## src/rtl/fwd_pkg.sv

```systemverilog
// Shared constants and helpers for the forwarding / load-use hazard unit.
// Select codes: 0 picks the register file, k+1 picks forwarding stage k.
package fwd_pkg;

  localparam int SEL_RF     = 0;
  localparam int MAX_STAGES = 8;
  localparam int MAX_DW     = 64;
  localparam int MUX_IW     = $clog2(MAX_STAGES * MAX_DW);

  // "No write" destination code for a register address of width aw (all ones).
  function automatic logic [31:0] null_reg(input int aw);
    return (32'd1 << aw) - 32'd1;
  endfunction

  function automatic int sel_width(input int stages);
    return $clog2(stages + 1);
  endfunction

  // Callers zero-extend rf/stg to the maximum widths and truncate the result.
  function automatic logic [MAX_DW-1:0] fwd_mux(
    input int                             sel,
    input logic [MAX_DW-1:0]              rf,
    input logic [MAX_STAGES*MAX_DW-1:0]   stg,
    input int                             dw
  );
    logic [MUX_IW-1:0] base;
    if (sel == SEL_RF || sel > MAX_STAGES) begin
      return rf;
    end
    base = MUX_IW'((sel - 1) * dw);
    return stg[base +: MAX_DW];
  endfunction

endpackage

```

## src/rtl/fwd_hazard_unit_fwd_select.sv

```systemverilog
// Priority matcher: youngest tracker stage holding the requested register wins.
// Masked stages (a load still in stage 0) are skipped so selection falls through.
module fwd_select
  import fwd_pkg::*;
#(
  parameter int                 REG_AW   = 4,
  parameter int                 STAGES   = 2,
  parameter logic [REG_AW-1:0]  NULL_REG = REG_AW'(null_reg(REG_AW)),
  parameter int                 SEL_W    = sel_width(STAGES)
) (
  input  logic [REG_AW-1:0]         addr,
  input  logic [STAGES*REG_AW-1:0]  wregs,
  input  logic [STAGES-1:0]         mask,
  output logic [SEL_W-1:0]          sel
);

  logic [STAGES-1:0] hit;

  genvar gi;
  generate
    for (gi = 0; gi < STAGES; gi++) begin : g_hit
      assign hit[gi] = (wregs[gi*REG_AW +: REG_AW] == addr) &&
                       (wregs[gi*REG_AW +: REG_AW] != NULL_REG) &&
                       !mask[gi];
    end
  endgenerate

  // Scan oldest to youngest so the last (youngest) hit overrides.
  always_comb begin
    sel = SEL_W'(SEL_RF);
    for (int k = STAGES - 1; k >= 0; k--) begin
      if (hit[k]) begin
        sel = SEL_W'(k + 1);
      end
    end
  end

endmodule

```

## src/rtl/fwd_hazard_unit.sv

```systemverilog
// Forwarding and load-use hazard unit: destination tracker, per-operand forwarding
// selects and muxes, a one-cycle load-use stall and a saturating stall counter.
module fwd_hazard_unit
  import fwd_pkg::*;
#(
  parameter int                 REG_AW   = 4,
  parameter int                 DATA_W   = 16,
  parameter int                 STAGES   = 2,
  parameter logic [REG_AW-1:0]  NULL_REG = REG_AW'(null_reg(REG_AW)),
  parameter int                 SEL_W    = sel_width(STAGES),
  parameter int                 CNT_W    = 16
) (
  input  logic                       clk,
  input  logic                       rst,
  input  logic                       id_valid,
  input  logic [REG_AW-1:0]          id_r1,
  input  logic [REG_AW-1:0]          id_r2,
  input  logic                       id_r2_is_store,
  input  logic [REG_AW-1:0]          id_wreg,
  input  logic                       id_is_load,
  input  logic                       flush,
  input  logic [STAGES*DATA_W-1:0]   stg_data,
  input  logic [DATA_W-1:0]          rdata1,
  input  logic [DATA_W-1:0]          rdata2,
  output logic [SEL_W-1:0]           sel_a,
  output logic [SEL_W-1:0]           sel_b,
  output logic [SEL_W-1:0]           sel_st,
  output logic [DATA_W-1:0]          op_a,
  output logic [DATA_W-1:0]          op_b,
  output logic [DATA_W-1:0]          st_data,
  output logic                       stall,
  output logic [STAGES*REG_AW-1:0]   stg_wreg,
  output logic [CNT_W-1:0]           stall_cnt
);

  logic [STAGES*REG_AW-1:0] wreg_reg, wreg_next;
  logic [STAGES-1:0]        load_reg, load_next;
  logic [CNT_W-1:0]         stall_cnt_reg, stall_cnt_next;
  logic [STAGES-1:0]        ld_mask;
  logic [SEL_W-1:0]         sel_r1, sel_r2;
  logic                     hit0_r1, hit0_r2;
  logic                     stall_int, bubble;

  logic [MAX_STAGES*MAX_DW-1:0] stg_ext;
  logic [MAX_DW-1:0]            rf1_ext, rf2_ext;
  logic [MAX_DW-1:0]            res_a, res_b, res_st;

  assign hit0_r1 = (wreg_reg[REG_AW-1:0] == id_r1) && (wreg_reg[REG_AW-1:0] != NULL_REG);
  assign hit0_r2 = (wreg_reg[REG_AW-1:0] == id_r2) && (wreg_reg[REG_AW-1:0] != NULL_REG);

  // flush kills the ID instruction, so it also suppresses the stall it would cause.
  assign stall_int = id_valid & ~flush & load_reg[0] & (hit0_r1 | hit0_r2);
  assign bubble    = stall_int | flush | ~id_valid;

  assign wreg_next[REG_AW-1:0] = bubble ? NULL_REG : id_wreg;
  assign load_next[0]          = ~bubble & id_is_load;
  assign ld_mask[0]            = load_reg[0];

  genvar gi;
  generate
    for (gi = 1; gi < STAGES; gi++) begin : g_shift
      assign wreg_next[gi*REG_AW +: REG_AW] = wreg_reg[(gi-1)*REG_AW +: REG_AW];
      assign load_next[gi]                  = load_reg[gi-1];
      assign ld_mask[gi]                    = 1'b0;
    end
  endgenerate

  always_comb begin
    stall_cnt_next = stall_cnt_reg;
    if (stall_int && (stall_cnt_reg != {CNT_W{1'b1}})) begin
      stall_cnt_next = stall_cnt_reg + CNT_W'(1);
    end
  end

  always_ff @(posedge clk) begin
    if (!rst) begin
      wreg_reg      <= {STAGES{NULL_REG}};
      load_reg      <= '0;
      stall_cnt_reg <= '0;
    end else begin
      wreg_reg      <= wreg_next;
      load_reg      <= load_next;
      stall_cnt_reg <= stall_cnt_next;
    end
  end

  fwd_select #(
    .REG_AW   (REG_AW),
    .STAGES   (STAGES),
    .NULL_REG (NULL_REG),
    .SEL_W    (SEL_W)
  ) u_sel_a (
    .addr  (id_r1),
    .wregs (wreg_reg),
    .mask  (ld_mask),
    .sel   (sel_r1)
  );

  fwd_select #(
    .REG_AW   (REG_AW),
    .STAGES   (STAGES),
    .NULL_REG (NULL_REG),
    .SEL_W    (SEL_W)
  ) u_sel_b (
    .addr  (id_r2),
    .wregs (wreg_reg),
    .mask  (ld_mask),
    .sel   (sel_r2)
  );

  // Operand B's match feeds either the ALU operand or the store-data path, never both.
  assign sel_a  = sel_r1;
  assign sel_b  = id_r2_is_store ? SEL_W'(SEL_RF) : sel_r2;
  assign sel_st = id_r2_is_store ? sel_r2 : SEL_W'(SEL_RF);

  always_comb begin
    stg_ext                        = '0;
    stg_ext[STAGES*DATA_W-1:0]     = stg_data;
    rf1_ext                        = '0;
    rf1_ext[DATA_W-1:0]            = rdata1;
    rf2_ext                        = '0;
    rf2_ext[DATA_W-1:0]            = rdata2;
    res_a  = fwd_mux(32'(sel_a),  rf1_ext, stg_ext, DATA_W);
    res_b  = fwd_mux(32'(sel_b),  rf2_ext, stg_ext, DATA_W);
    res_st = fwd_mux(32'(sel_st), rf2_ext, stg_ext, DATA_W);
  end

  assign op_a      = res_a[DATA_W-1:0];
  assign op_b      = res_b[DATA_W-1:0];
  assign st_data   = res_st[DATA_W-1:0];
  assign stall     = stall_int;
  assign stg_wreg  = wreg_reg;
  assign stall_cnt = stall_cnt_reg;

endmodule
```

## config.mk

```make
export PLATFORM = sky130hd
export DESIGN_NAME = fwd_hazard_unit
export DESIGN_NICKNAME = d
export VERILOG_FILES = /design/src/rtl/fwd_pkg.sv /design/src/rtl/fwd_hazard_unit_fwd_select.sv /design/src/rtl/fwd_hazard_unit.sv
export SDC_FILE = /design/constraint.sdc
export NUM_CORES = 1
export LEC_CHECK = 0
export CELL_PAD_IN_SITES_DETAIL_PLACEMENT = 1
export CELL_PAD_IN_SITES_GLOBAL_PLACEMENT = 1
export CORE_ASPECT_RATIO = 0.7
export CORE_MARGIN = 8
export CORE_UTILIZATION = 24
export CTS_CLUSTER_DIAMETER = 100
export CTS_CLUSTER_SIZE = 24
export DETAILED_ROUTE_END_ITERATION = 8
export GPL_TIMING_DRIVEN = 1
export PLACE_DENSITY_LB_ADDON = 0.08
export SLEW_MARGIN = 0
export SYNTH_ARGS = -nofsm -noshare
export SYNTH_HDL_FRONTEND = slang
export SYNTH_SLANG_ARGS = --single-unit
export TNS_END_PERCENT = 100
```

## constraint.sdc

```tcl
create_clock -name clk -period 4 [get_ports clk]
set_input_delay 0.8 -clock clk [delete_from_list [all_inputs] [get_ports clk]]
set_output_delay 0.8 -clock clk [all_outputs]
set_load 0.02 [all_outputs]
```

==> impl_metrics.env, run 1 <==
export IMPL_placed_area_um2=4240
export IMPL_p_per_area_nw_per_um2=181
export IMPL_timing_hold_ws_ns=0.485
export IMPL_avgSynthCellArea_um2=7.31
export IMPL_die_height_um=99.9
export IMPL_ys_async_sr_fraction_pct=0
export IMPL_syn_nets=417
export IMPL_setup_worst_path_end_class="output pin"
export IMPL_h_tree_depth=1
export IMPL_skew_ns=0.00813
export IMPL_dieArea_um2=13600
export IMPL_cts_clk_slew_worst_paths_ns=0.07
export IMPL_max_slew_margin_pct=16.6
export IMPL_synth_seq_cells=25
export IMPL_core_area_um2=9720
export IMPL_drt_iter0_drc=116
export IMPL_status="finished, final reports clean"
export IMPL_highest_layer="met4"
export IMPL_io_pins=161
export IMPL_largest_reg_flops=16
export IMPL_yosysSeqAreaShare_pct=20.7
export IMPL_dpl_worst_slack_ns=-0.444
export IMPL_leakage_nw=1.50
export IMPL_rrSetupSlack_ns=1.50
export IMPL_num_rows=30
export IMPL_netlist_area_um2=2410
export IMPL_hold_path_class="register to register"
export IMPL_arrival_ns=2.92
export IMPL_cts_hold_buf=0
export IMPL_synthFlopType="dfxtp_1"
export IMPL_max_freq_ghz=0.269
export IMPL_syn_to_final_growth_pct=74.3
export IMPL_required_ns=3.20
export IMPL_cts_buffer_depth=2
export IMPL_synth_distinct_cells=35
export IMPL_final_area_um2=4200
export IMPL_nNetsFinal=573
export IMPL_netlist_instances=330
export IMPL_start_util_pct=24.8
export IMPL_grt_first_pass_wirelength_um=17400
export IMPL_grt_max_degree=35
export IMPL_drcViolationCount=0
export IMPL_worst_slew_pin_transition_ns=1.25
export IMPL_period_share_pct=93.1
export IMPL_io_buffers=160
export IMPL_drive_gt1_share_pct=11.1
export IMPL_gp_congestion=0.774
export IMPL_clock_sinks=25
export IMPL_num_antenna_cells=0
export IMPL_layout_setup_ws_ns=0.276
export IMPL_cts_tree="done"
export IMPL_critPathMaxFanout=34
export IMPL_dpl_hpwl_um=9290
export IMPL_wl_per_cell_um=18.8
export IMPL_rsz0062_at_grt="no"
export IMPL_finalHoldViolCount=0
export IMPL_finalSetupViolations=0
export IMPL_grt_antenna_before_repair=0
export IMPL_final_common_cell="clkdlybuf4s50_1"
export IMPL_period_needed_ns=3.72
export IMPL_via_per_inst=4.91
export IMPL_antenna_left=0
export IMPL_vias=3011
export IMPL_cts_root_buf="clkbuf_16"
export IMPL_grt_total_usage_pct=16.1
export IMPL_wl_met2_um=5520
export IMPL_met1_length_um=5070
export IMPL_maxCapViolCount=0
export IMPL_insertion_delay_ns=0.27
export IMPL_path_class="input pin to output pin"
export IMPL_dr_pass1_iters=4
export IMPL_grt_pass1_vias=3198
export IMPL_cp_start_kind="input pin"
export IMPL_yosysWarnings=0
export IMPL_synth_edff_count=0
export IMPL_met3_wirelength_um=847
export IMPL_post_cts_repair_setup_buffers=0
export IMPL_grt_overflow_total=0
export IMPL_die_x_um=136
export IMPL_slew_viol_final=0
export IMPL_cts_made_buffers=3
export IMPL_final_cell_mix="124 x clkdlybuf4s50_1, 65 x nand2_1, 52 x mux2i_1, 48 x o21ai_0, 31 x buf_2"
export IMPL_routed_wl_um=11500
export IMPL_vdd_drop_max_v=0.000117
export IMPL_total_power_mw=0.762
-- area by class of cell --
| type | instances | area [µm²] |
|---|---|---|
| clock buffers | 3 | 75.1 |
| clock inverters | 1 | 7.51 |
| well taps | 128 | 160 |
| flip-flops and latches | 25 | 500 |
| multi-input cells | 277 | 1840 |
| fillers | 1182 | 5520 |
| inverters | 6 | 22.5 |
| repair buffers | 173 | 1600 |
-- what timing repair did --
action	CTS	global route
pin swaps	1	2
gates resized for setup	161	10
gates cloned	0	0
setup endpoints to repair	32	34
hold endpoints to repair	0	0
-- layer usage --
metal  global-route usage, %  vias up
li1                        -     1501
met1                    19.6     1426
met2                    27.1       78
met3                    5.84        6
met4                    1.79        0
met5                       0        -
-- synthesized netlist by cell type (all sizes together) (7+ instances only) --
cell type	instances	area, µm²
nand2	65	244
mux2i	52	521
clkbuf	15	56.3
o21ai	50	250
nand3	7	35.0
or4	8	60.1
o31ai	8	60.1
xnor2	15	131
a21oi	10	50.1
nand2b	12	75.1
dfxtp	25	500
buf	7	40.0
nand4	8	50.1
-- through the flow --
step | util [%] | instances | TNS (ns)
3_5_place_dp | 43.6 | 609 | -11.99
2_1_floorplan | - | 330 | 0
4_1_cts | 43.0 | 613 | 0
5_1_grt | 43.2 | 613 | 0
3_3_place_gp | 43.6 | 609 | -9.50
6_report | 43.2 | 613 | 0
-- final timing paths --
path,startpoint,to,cells past startpoint
worst max-delay path,id_r1[3],op_a[8],8
worst min-delay path,stall_cnt[5]$_SDFFE_PN0P_,stall_cnt[5]$_SDFFE_PN0P_,2
worst min register to register,stall_cnt[5]$_SDFFE_PN0P_,stall_cnt[5]$_SDFFE_PN0P_,2
worst max register to register,stall_cnt[0]$_SDFFE_PN0P_,stall_cnt[5]$_SDFFE_PN0P_,6
-- report_power, final --
part	leakage (nW)	total [mW]	switching, mW	internal, mW
Sequential	0.202	0.255	0.00389	0.251
Clock	0.0371	0.232	0.0957	0.136
Combinational	1.26	0.275	0.132	0.144
Total	1.50	0.762	0.231	0.531
-- logic make-up after synthesis --
group / Yosys count / share of synthesized area [%]
xor+xnor: 15 / 5.45
compound gates: 75 / 17.5
buf+inv: 28 / 4.93
fa+ha+maj: 5 / 2.59
flops: 25 / 20.7
simple gates: 130 / 27.2
mux: 52 / 21.6
-- worst max-delay path, stage by stage --
cell and delay (ns):
clkdlybuf4s50_1 0.53, xnor2_1 0.14, nand3_1 0.14, nor3_2 0.25, buf_12 0.23, nand2_1 0.07, o21ai_0 0.08, clkdlybuf4s50_1 0.68
Note: power is estimated with default switching activity, not from simulation.
==> run 2, diff against run 1 <==
--- a/config.mk
+++ b/config.mk
@@ -14,6 +14,7 @@
 export CTS_CLUSTER_SIZE = 24
 export DETAILED_ROUTE_END_ITERATION = 8
 export GPL_TIMING_DRIVEN = 1
+export MAX_ROUTING_LAYER = met4
 export PLACE_DENSITY_LB_ADDON = 0.08
 export SLEW_MARGIN = 0
 export SYNTH_ARGS = -nofsm -noshare
==> impl_metrics.env, run 2 (synthesis gave the netlist of run 1 again) <==
export IMPL_insertion_delay_ns=0.27
export IMPL_start_util_pct=24.8
export IMPL_worst_slew_pin_transition_ns=1.25
export IMPL_critPathTopFamily="buffers and inverters"
export IMPL_nNetsFinal=573
export IMPL_cts_tree="done"
export IMPL_antenna_left=0
export IMPL_p_per_area_nw_per_um2=181
export IMPL_largest_reg_flops=16
export IMPL_vias=3034
export IMPL_timing_hold_ws_ns=0.485
export IMPL_worstRegToRegCells=6
export IMPL_grt_first_pass_wirelength_um=17400
export IMPL_cts_root_buf="clkbuf_16"
export IMPL_maxCapViolCount=0
export IMPL_final_cell_mix="124 x clkdlybuf4s50_1, 65 x nand2_1, 52 x mux2i_1, 48 x o21ai_0, 31 x buf_2"
export IMPL_dpl_hpwl_um=9290
export IMPL_syn_to_final_growth_pct=74.3
export IMPL_die_x_um=136
export IMPL_cts_made_buffers=3
export IMPL_min_path_cells=2
export IMPL_die_height_um=99.9
export IMPL_cts_buffer_depth=2
export IMPL_rsz0062_at_grt="no"
export IMPL_finalHoldViolCount=0
export IMPL_grt_overflow_total=0
export IMPL_setup_worst_path_end_class="output pin"
export IMPL_io_buffers=160
export IMPL_period_share_pct=93.3
export IMPL_total_power_mw=0.762
export IMPL_final_area_um2=4200
export IMPL_cts_hold_buf=0
export IMPL_wl_per_cell_um=18.8
export IMPL_required_ns=3.20
export IMPL_finalSetupViolations=0
export IMPL_path_class="input pin to output pin"
export IMPL_leakage_nw=1.50
export IMPL_via_per_inst=4.95
export IMPL_arrival_ns=2.93
export IMPL_critPathMaxFanout=34
export IMPL_routed_wl_um=11500
export IMPL_skew_ns=0.00877
export IMPL_period_needed_ns=3.73
export IMPL_vdd_drop_max_v=0.000117
export IMPL_gp_congestion=0.784
export IMPL_reg2reg_from="stall_cnt[0]$_SDFFE_PN0P_"
export IMPL_worstPathCellList="clkdlybuf4s50_1 > xnor2_1 > nand3_1 > nor3_2 > buf_12 > nand2_1 > o21ai_0 > clkdlybuf4s50_1"
export IMPL_crit_top_cell="clkdlybuf4s50_1"
export IMPL_hp_start="stall_cnt[5]$_SDFFE_PN0P_"
export IMPL_drive_gt1_share_pct=11.1
export IMPL_clock_sinks=25
export IMPL_grt_antenna_before_repair=0
export IMPL_core_area_um2=9720
export IMPL_status="finished, final reports clean"
export IMPL_rrSetupSlack_ns=1.49
export IMPL_slowest_delay_ns=0.68
export IMPL_cts_clk_slew_worst_paths_ns=0.07
export IMPL_placed_area_um2=4240
export IMPL_io_pins=161
export IMPL_num_antenna_cells=0
export IMPL_final_common_cell="clkdlybuf4s50_1"
export IMPL_worst_path_max_delay_cell="clkdlybuf4s50_1"
export IMPL_slew_viol_final=0
export IMPL_grt_total_usage_pct=16.5
export IMPL_dieArea_um2=13600
export IMPL_worst_path_buf_inv=3
export IMPL_h_tree_depth=1
export IMPL_timing_rr_end="stall_cnt[5]$_SDFFE_PN0P_"
export IMPL_max_slew_margin_pct=16.3
export IMPL_dr_pass1_iters=4
export IMPL_drt_iter0_drc=114
export IMPL_cp_start_kind="input pin"
export IMPL_drcViolationCount=0
export IMPL_max_freq_ghz=0.268
export IMPL_min_to="stall_cnt[5]$_SDFFE_PN0P_"
export IMPL_hold_path_class="register to register"
export IMPL_num_rows=30
export IMPL_grt_pass1_vias=3205
export IMPL_grt_max_degree=35
run 2: cell counts in the layout (fill, tap and decap cells not counted):
Identical to the previous run, type by type.
run 2: worst reg2reg max path: cells and delay by family, from the launching register on:
kind | cells | cell delay [ns]
fa+ha+maj | 1 | 0.29
simple gates | 4 | 1.49
mux | 1 | 0.17
flops | 1 | 0.43
run 2: final cells by class:
type	instances	area [µm²]
Fill cell	1182	5520
Multi-Input combinational cell	277	1840
Timing Repair Buffer	173	1600
Sequential cell	25	500
Tap cell	128	160
Clock buffer	3	75.1
Inverter	6	22.5
Clock inverter	1	7.51
run 2: layer usage:
| metal | up-vias | wire (µm) | GRT usage, % |
|---|---|---|---|
| met2 | 79 | 5510 | 27.2 |
| met1 | 1447 | 5180 | 20.0 |
| met4 | 0 | 107 | 1.79 |
| li1 | 1500 | - | - |
| met5 | - | 0 | - |
| met3 | 8 | 746 | 5.24 |
run 2: timing repair:
item	in CTS	in global routing
pin swaps	1	2
gates resized for setup	161	10
setup buffers	0	0
gates cloned	0	0
endpoints found under the setup margin	32	34
run 2: power by group:
part | leakage (nW) | internal (mW) | switching [mW]
logic | 1.26 | 0.144 | 0.132
clock network | 0.0371 | 0.136 | 0.0958
registers | 0.202 | 0.251 | 0.00392
run 2: through the flow:
step                      cells  worst slack, ns  utilization, %  setup TNS [ns]
after floorplan             330           0.0393               -               0
after global placement      609           -0.338            43.6           -9.50
after detailed placement    609           -0.444            43.6          -11.99
after CTS                   613          0.00226            43.0               0
after global routing        613            0.134            43.2               0
final                       613            0.268            43.2               0
run 2: how the worst max path moves through the flow:
stage               startpoint     endpoint  slack [ns]  cells past startpoint
floorplan             id_r2[3]  st_data[10]        0.04                     12
global placement      id_r2[2]  st_data[13]       -0.34                     12
detailed placement    id_r2[3]  st_data[15]       -0.44                     12
CTS                   id_r2[3]      op_b[9]       0.002                     12
global route          id_r1[2]      op_a[8]        0.13                      8
finish                id_r1[3]      op_a[8]        0.27                      8
==> run 3, diff against run 2 <==
--- a/config.mk
+++ b/config.mk
@@ -7,7 +7,6 @@
 export LEC_CHECK = 0
 export CELL_PAD_IN_SITES_DETAIL_PLACEMENT = 1
 export CELL_PAD_IN_SITES_GLOBAL_PLACEMENT = 1
-export CORE_ASPECT_RATIO = 0.7
 export CORE_MARGIN = 8
 export CORE_UTILIZATION = 24
 export CTS_CLUSTER_DIAMETER = 100
==> impl_metrics.env, run 3 (synthesis gave the netlist of run 1 again) <==
export IMPL_dpl_worst_slack_ns=-0.490
export IMPL_grt_first_pass_wirelength_um=17400
export IMPL_pwr_share_clk_pct=21.7
export IMPL_io_pins=161
export IMPL_hold_path_class="register to register"
export IMPL_path_class="input pin to output pin"
export IMPL_final_area_um2=4220
export IMPL_min_path_cells=2
export IMPL_finalSetupViolations=0
export IMPL_drcViolationCount=0
export IMPL_swShare_pct=31.5
export IMPL_insertion_delay_ns=0.27
export IMPL_syn_to_final_growth_pct=75.1
export IMPL_required_ns=3.20
export IMPL_grt_total_usage_pct=16.4
export IMPL_largest_reg_flops=16
export IMPL_grt_max_degree=35
export IMPL_grt_antenna_before_repair=0
export IMPL_post_cts_repair_setup_buffers=0
export IMPL_cts_clk_slew_worst_paths_ns=0.08
export IMPL_clock_sinks=25
export IMPL_grt_pass1_vias=3240
export IMPL_period_share_pct=97.0
export IMPL_finalHoldViolCount=0
export IMPL_num_rows=36
export IMPL_placed_area_um2=4270
export IMPL_dr_pass1_iters=4
export IMPL_antenna_left=0
export IMPL_die_x_um=116
export IMPL_slew_viol_final=0
export IMPL_max_slew_margin_pct=24.2
export IMPL_worstRegToRegCells=6
export IMPL_cts_buffer_depth=2
export IMPL_max_freq_ghz=0.258
export IMPL_fin_cells=623
export IMPL_total_power_mw=0.691
export IMPL_cts_root_buf="clkbuf_8"
export IMPL_nNetsFinal=578
export IMPL_gp_congestion=0.816
export IMPL_final_cell_mix="127 x clkdlybuf4s50_1, 65 x nand2_1, 52 x mux2i_1, 38 x o21ai_0, 32 x buf_4"
export IMPL_skew_ns=0.0124
export IMPL_die_height_um=116
export IMPL_critPathMaxFanout=17
export IMPL_combPwrFrac_pct=41.4
export IMPL_period_needed_ns=3.88
export IMPL_fin_util_pct=43.2
export IMPL_cp_start_kind="input pin"
export IMPL_rsz0062_at_grt="yes"
export IMPL_p_seq_share_pct=36.8
export IMPL_core_area_um2=9770
export IMPL_timing_hold_ws_ns=0.494
export IMPL_routed_wl_um=11400
export IMPL_arrival_ns=3.08
export IMPL_start_util_pct=24.7
export IMPL_drt_iter0_drc=74
export IMPL_maxCapViolCount=0
export IMPL_grt_overflow_total=0
export IMPL_final_common_cell="clkdlybuf4s50_1"
export IMPL_status="finished, final reports clean"
export IMPL_cts_made_buffers=3
export IMPL_cts_tree="done"
export IMPL_worst_slew_pin_transition_ns=1.13
export IMPL_vdd_drop_max_v=0.000125
export IMPL_cts_hold_buf=0
export IMPL_place_inst=619
export IMPL_h_tree_depth=1
export IMPL_p_int_mw=0.473
export IMPL_via_per_inst=4.90
export IMPL_setup_worst_path_end_class="output pin"
export IMPL_p_per_area_nw_per_um2=164
export IMPL_wl_per_cell_um=18.2
export IMPL_drive_gt1_share_pct=12.0
export IMPL_dieArea_um2=13500
export IMPL_vias=3053
export IMPL_io_buffers=160
export IMPL_leakage_nw=1.48
export IMPL_num_antenna_cells=0
export IMPL_tns_ns=0
export IMPL_dpl_hpwl_um=9080
export IMPL_switchingPower_mw=0.218
export IMPL_layout_setup_ws_ns=0.119
==> run 3: worst max-delay path, cell delays in order <==
cell	delay, ns
clkdlybuf4s50_1	0.45
xnor2_1	0.23
nand3_2	0.15
buf_4	0.17
nor4_4	0.22
buf_4	0.37
clkdlybuf4s50_1	0.68
==> run 3: power groups by stage <==
stage / clock network [mW] / logic, mW / registers [mW]
CTS: 0.156 / 0.284 / 0.255
finish: 0.150 / 0.286 / 0.254
global route: 0.164 / 0.308 / 0.255
detailed placement: 0 / 0.299 / 0.260
floorplan: 0 / 0.108 / 0.261
global placement: 0 / 0.295 / 0.260
==> run 3: path summary, 6_finish.rpt <==
| path | from | to | slack, ns |
|---|---|---|---|
| worst max-delay path | id_r2[3] | sel_b[0] | 0.12 |
| worst min-delay path | stall_cnt[5]$_SDFFE_PN0P_ | stall_cnt[5]$_SDFFE_PN0P_ | 0.49 |
| worst max register to register | stall_cnt[0]$_SDFFE_PN0P_ | stall_cnt[2]$_SDFFE_PN0P_ | 1.67 |
| worst min register to register | stall_cnt[5]$_SDFFE_PN0P_ | stall_cnt[5]$_SDFFE_PN0P_ | 0.49 |
==> run 3: per-layer routing <==
layer	vias up	global-route usage [%]	wire [µm]
li1	1507	-	-
met1	1448	18.9	4910
met2	94	29.8	5640
met3	4	2.74	745
met4	0	2.25	69
met5	-	-	0
==> run 3: area by class of cell <==
cell class                      instances  area (µm²)
Tap cell                              133         166
Sequential cell                        25         500
Clock buffer                            3        41.3
Multi-Input combinational cell        277        1830
Inverter                                6        22.5
Clock inverter                          1        5.00
Timing Repair Buffer                  178        1660
Fill cell                            1203        5550
==> run 3: repair_timing <==
action | CTS | global route
pin swaps | 0 | 2
gates resized for setup | 158 | 35
setup endpoints to repair | 33 | 32
